## src/rtl/dmem_handshake.sv

```systemverilog
// dmem_handshake: byte-addressed data memory with valid/ready request and
// response channels, a registered one-cycle read, sub-word loads with sign or
// zero extension, misalignment / illegal-funct3 fault reporting, and a
// zeroing sweep after reset.
//
// Ports:
//   clk, reset          - sole clock; synchronous active-high reset
//   req_valid/req_ready - request handshake (ready is combinational)
//   req_we              - 1 = store, 0 = load
//   req_funct3          - RISC-V funct3: [1:0] size, [2] unsigned (loads)
//   req_addr            - byte address
//   req_wdata           - store operand, right-aligned
//   rsp_valid/rsp_ready - response handshake
//   rsp_rdata           - load result, right-aligned and extended
//   rsp_fault           - request was misaligned or illegal
//   init_done           - zeroing sweep has completed
module dmem_handshake #(
  parameter int unsigned ADDR_W = 9,
  parameter int unsigned DATA_W = 32
) (
  input  logic              clk,
  input  logic              reset,
  input  logic              req_valid,
  output logic              req_ready,
  input  logic              req_we,
  input  logic [2:0]        req_funct3,
  input  logic [ADDR_W-1:0] req_addr,
  input  logic [DATA_W-1:0] req_wdata,
  output logic              rsp_valid,
  input  logic              rsp_ready,
  output logic [DATA_W-1:0] rsp_rdata,
  output logic              rsp_fault,
  output logic              init_done
);

  localparam int unsigned NB     = DATA_W / 8;
  localparam int unsigned LG_NB  = $clog2(NB);
  localparam int unsigned WIDX_W = ADDR_W - LG_NB;
  localparam int unsigned DEPTH  = (2 ** ADDR_W) / NB;
  localparam int unsigned SH_W   = LG_NB + 3;
  localparam bit          DBL_OK = (DATA_W == 64);

  typedef enum logic [0:0] {INIT, RUN} state_t;

  state_t              state;
  logic [WIDX_W-1:0]   init_cnt;
  logic [DATA_W-1:0]   mem [DEPTH];

  logic [LG_NB-1:0]    off;
  logic [WIDX_W-1:0]   widx;
  logic [1:0]          sz;
  logic                uns;
  logic                legal;
  logic [LG_NB-1:0]    amask;
  logic [NB-1:0]       be_sz;
  logic [NB-1:0]       be;
  logic [DATA_W-1:0]   vmask;
  logic [SH_W-1:0]     sh;
  logic [DATA_W-1:0]   wdata_sh;
  logic [DATA_W-1:0]   rsh;
  logic                sbit;
  logic [DATA_W-1:0]   ld_data;
  logic                fault;
  logic                accept;
  logic                store_we;

  assign req_ready = (state == RUN) && (!rsp_valid || rsp_ready);
  assign accept    = req_valid && req_ready && !reset;
  assign store_we  = accept && req_we && !fault;

  // Request decode: legality, alignment, lane enables and load extraction
  always_comb begin
    off   = req_addr[LG_NB-1:0];
    widx  = req_addr[ADDR_W-1:LG_NB];
    sz    = req_funct3[1:0];
    uns   = req_funct3[2];
    amask = '0;
    be_sz = '0;
    vmask = '0;
    sbit  = 1'b0;

    // Loads: 111 never legal; 011/110 only with a 64-bit word
    if (req_we) begin
      legal = !uns && ((sz != 2'b11) || DBL_OK);
    end else begin
      legal = !(uns && (sz == 2'b11)) &&
              (((sz != 2'b11) && !(uns && (sz == 2'b10))) || DBL_OK);
    end

    sh       = {off, 3'b000};
    rsh      = mem[widx] >> sh;
    wdata_sh = req_wdata << sh;

    case (sz)
      2'b00: begin
        amask = '0;
        be_sz = NB'(1'b1);
        vmask = DATA_W'(8'hFF);
        sbit  = rsh[7];
      end
      2'b01: begin
        amask = LG_NB'(1);
        be_sz = NB'(2'b11);
        vmask = DATA_W'(16'hFFFF);
        sbit  = rsh[15];
      end
      2'b10: begin
        amask = LG_NB'(3);
        be_sz = NB'(4'hF);
        vmask = DATA_W'(32'hFFFF_FFFF);
        sbit  = rsh[31];
      end
      default: begin
        amask = LG_NB'(7);
        be_sz = '1;
        vmask = '1;
        sbit  = rsh[DATA_W-1];
      end
    endcase

    be      = be_sz << off;
    fault   = !legal || (|(off & amask));
    ld_data = (rsh & vmask) | ((!uns && sbit) ? ~vmask : '0);
  end

  // Storage: zeroing sweep during INIT, byte-lane stores during RUN
  always_ff @(posedge clk) begin
    if (state == INIT) begin
      mem[init_cnt] <= '0;
    end else if (store_we) begin
      for (int b = 0; b < NB; b++) begin
        if (be[b]) mem[widx][8*b +: 8] <= wdata_sh[8*b +: 8];
      end
    end
  end

  // Control FSM and registered response
  always_ff @(posedge clk) begin
    if (reset) begin
      state     <= INIT;
      init_cnt  <= '0;
      init_done <= 1'b0;
      rsp_valid <= 1'b0;
      rsp_rdata <= '0;
      rsp_fault <= 1'b0;
    end else begin
      case (state)
        INIT: begin
          init_cnt <= init_cnt + WIDX_W'(1);
          if (init_cnt == WIDX_W'(DEPTH - 1)) begin
            state     <= RUN;
            init_done <= 1'b1;
          end
        end
        default: begin
          if (accept) begin
            rsp_valid <= 1'b1;
            rsp_fault <= fault;
            rsp_rdata <= (fault || req_we) ? '0 : ld_data;
          end else if (rsp_valid && rsp_ready) begin
            rsp_valid <= 1'b0;
            rsp_fault <= 1'b0;
            rsp_rdata <= '0;
          end
        end
      endcase
    end
  end

endmodule

```

## config.mk

```make
export PLATFORM = sky130hd
export DESIGN_NAME = dmem_handshake
export DESIGN_NICKNAME = d
export VERILOG_FILES = /design/src/rtl/dmem_handshake.sv
export SDC_FILE = /design/constraint.sdc
export NUM_CORES = 2
export LEC_CHECK = 0
export CAP_MARGIN = 10
export CORE_MARGIN = 2
export CORE_UTILIZATION = 30
export CTS_BUF_LIST = sky130_fd_sc_hd__clkbuf_16
export CTS_CLUSTER_DIAMETER = 200
export CTS_CLUSTER_SIZE = 25
export DETAILED_ROUTE_END_ITERATION = 10
export GPL_ROUTABILITY_DRIVEN = 1
export PLACE_DENSITY = 0.51
export SETUP_SLACK_MARGIN = 0.02
export SLEW_MARGIN = 10
export SYNTH_ARGS = -nofsm -noshare
export SYNTH_HDL_FRONTEND = slang
export SYNTH_SLANG_ARGS = --single-unit
```

## constraint.sdc

```tcl
create_clock -name clk -period 23.3 [get_ports clk]
set_clock_uncertainty 0.1 [all_clocks]
set_input_delay 4.66 -clock clk [delete_from_list [all_inputs] [get_ports clk]]
set_output_delay 4.66 -clock clk [all_outputs]
set_load 0.005 [all_outputs]
```

==> flow_summary_export.csv <==
group,metric,value,unit
yosys,syn_inst,7487,
critical_path,ff2ff_path_depth,8,
critical_path,crit_top_cell,"buf_4",
yosys,synthAdderAreaFrac,0.0000775,
floorplanning,fp.dieW,737,um
floorplanning,io_pins,85,
clock_tree,postCtsHoldBufs,0,
floorplanning,fp-row-count,269,
critical_path,arrival,12030,ps
global_routing,grt.overflow.total,0,
timing,worst_pin_slew,1250,ps
timing,fin_tns_setup,0,ps
worst_hold_path,hold_depth,1,
route,post_drt_wl_per_cell,30.7,um
critical_path,critPathTopFamily,"buffers and inverters",
worst_hold_path,hold_path.class,"reg -> reg",
clock_tree,insertion_delay,960,ps
clock_tree,cts.path.max_buffers,4,
clock_tree,cts_tree,"yes",
timing,setup_viol,0,
yosys,synth_area,161000,um^2
clock_tree,h-tree-depth,4,
critical_path,r2r-start,"state$_SDFF_PP0_",
power,powerDensity,70.2,nW/um^2
route,drt_iter0_markers,8695,
global_routing,grt_antenna_before_repair,25,
critical_path,critPathMaxFanout,82,
clock_tree,cts_sinks,4139,
power,ir_worst_vdd,0.0000527,V
yosys,synth_cell_types,68,
timing,slew_viol_final,0,
yosys,ys_ff_latch,4139,
floorplanning,core-area,536000,um^2
clock_tree,post-cts-setup-buffers,0,
yosys,syn_area_per_cell,21.6,um^2
critical_path,crit_cells,13,
route,antenna_left,0,
clock_tree,clock-root-buffer,"clkbuf_16",
yosys,yosys.area_share.simple,0.0240,
global_routing,grt_pass1_vias,77585,
critical_path,critPathKind,"in -> reg",
critical_path,r2r_slack,16780,ps
route,firstDrtPassIters,6,
global_routing,grt_pass1_wl,627,mm
route,via_per_inst,5.19,
yosys,synth_top_family_by_area,"multiplexers",
critical_path,critPathMaxStageDelay,1020,ps
route,routed_wirelength,451,mm
clock_tree,numCtsBuffers,187,
cells_and_area,area.sequential,124000,um^2
global_routing,grtUsageTotal,0.162,
yosys,ys_seq_area_frac,0.768,
timing,rsz0062_at_grt,"false",
timing,max_slew_margin,0.161,
critical_path,r2r-end,"mem[85][10]$_DFFE_PP_",
clock_tree,clk_pin_slew,100,ps
timing,final.period_utilization,0.485,
route,via_count,76364,
yosys,synth_top_flop_cell,"edfxtp_1",
global_routing,grt_max_degree,129,
cells_and_area,area_growth,8.97,%
worst_hold_path,min_from,"rsp_rdata[23]$_SDFFE_PP0P_",
placement,io_buffer_count,84,
yosys,synth-edff-count,4096,
yosys,async_flop_share,0,
cells_and_area,final_area,176000,um^2
critical_path,required,24030,ps
cells_and_area,nNetsFinal,7516,
placement,placed_area,171000,um^2
timing,hold_viol_final,0,
power,p_leak,61.8,nW
cells_and_area,mostFrequentLayoutCells,"4,096 x edfxtp_1, 1,056 x mux4_2, 598 x nor2_1",
floorplanning,start_util,0.301,
yosys,synth_compound_area_frac,0.0195,
status,status,"completed",
floorplanning,fp.dieH,737,um
cells_and_area,fill_cells,50093,
floorplanning,dieArea,544000,um^2
placement,place_congestion,0.815,
cells_and_area,final_common_cell,"edfxtp_1",
critical_path,start_kind,"input pin",
yosys,muxShareOfSynthArea,0.174,
route,drc,0,
run,max_cap_violations,0,
critical_path,path_cells,"buf_16 > buf_4 > buf_4 > buf_4 > buf_4 > mux4_2 > mux2i_1 > o22ai_1 > a211oi_1 > a2111oi_2 > a211oi_1 > a211oi_2 > a211o_1",
placement,dp_hpwl,282,mm
clock_tree,postCtsResizedCells,0,
timing,fin_crit,11300,ps
yosys,synth_nets,7537,
critical_path,critPathBufInv,5,
yosys,ys_warn_count,0,
yosys,synth_xor_area_frac,0.000271,
cells_and_area,drive_gt1_frac,0.208,
critical_path,critPathSlowestCell,"a211oi_1",
timing,fmax,88.5,MHz
critical_path,endpoint_kind,"flop",
cells_and_area,multi_input_area,35600,um^2
worst_hold_path,whs_endpoint,"rsp_rdata[23]$_SDFFE_PP0P_",
timing,whs,396,ps
==> worst max-delay path by stage <==
stage / startpoint / to / slack, ps
2_1_floorplan: req_addr[0] / mem[0][29]$_DFFE_PP_ / 10740
3_3_place_gp: req_addr[2] / rsp_rdata[18]$_SDFFE_PP0P_ / 10890
3_5_place_dp: req_addr[2] / rsp_rdata[18]$_SDFFE_PP0P_ / 10930
4_1_cts: req_addr[2] / rsp_rdata[21]$_SDFFE_PP0P_ / 11960
5_1_grt: req_addr[2] / rsp_rdata[17]$_SDFFE_PP0P_ / 11530
6_report: req_addr[2] / rsp_rdata[17]$_SDFFE_PP0P_ / 12000
==> worst register-to-register path, cell delays in order, from the launching register on <==
cell	delay, ps
dfxtp_1	630
a21boi_1	270
buf_4	210
and3b_1	360
and2_2	710
nand2_1	930
o21ai_1	1010
nand2_2	890
nor2_1	1030
==> layout make-up <==
cell class              count  area share
repair buffers            261      0.0130
clock buffers             190      0.0270
flip-flops and latches   4139       0.704
clock inverters            53     0.00139
diodes                      7   0.0000996
well taps                7181      0.0511
inverters                   9    0.000199
multi-input cells        2868       0.203
==> report_power, final <==
group	internal, mW	total (mW)	switching (mW)
logic	0.161	0.510	0.349
registers	8.06	8.07	0.00534
clock network	1.48	3.76	2.28
==> layer usage <==
metal | track usage | part of all wire
met1 | 0.220 | 0.42
met2 | 0.267 | 0.48
met3 | 0.0277 | 0.070
met4 | 0.0463 | 0.031
met5 | 0 | 0.00010
==> registers in the layout, indices dropped and copies added (netlist names) <==
| register | flops |
|---|---|
| init_cnt | 7 |
| init_done | 1 |
| mem | 4096 |
| rsp_fault | 1 |
| rsp_rdata | 32 |
| rsp_valid | 1 |
| state | 1 |
==> cells in the mapped netlist, drive strengths merged (12+ instances only) <==
cell	n	area (um^2)
buf	227	1440
clkbuf	244	916
nor3	30	150
mux2	25	282
a221oi	18	158
a211oi	33	253
nand2	136	510
dfxtp	43	861
mux2i	395	3950
a21oi	70	350
o22ai	48	300
o21ai	56	280
nor2	621	2330
nand2b	12	75.1
edfxtp	4096	123000
a22oi	125	938
mux4	1056	23800
nor2b	23	144
nand3	50	250
==> kinds of logic (layout without fill, tap and decap cells) <==
logic type	after synthesis	count (layout)
AOI/OAI and AO/OA	453	453
other	0	7
xor gates and xnor gates	5	5
muxes	1476	1476
adders and majority gates	1	1
DFF	4139	4139
and+or+nand+nor	933	933
buffers and inverters	480	513
==> stage by stage <==
stage	std cells	util	setup slack, ps	total power, mW
after CTS	14699	0.328	11960	12.4
after detailed placement	14456	0.319	10930	8.75
after global placement	14456	0.318	10890	8.75
after global routing	14703	0.328	11530	12.7
after floorplan	7487	-	10740	8.54
final	14708	0.328	12000	12.3
Power figures use the tool's default switching activity.
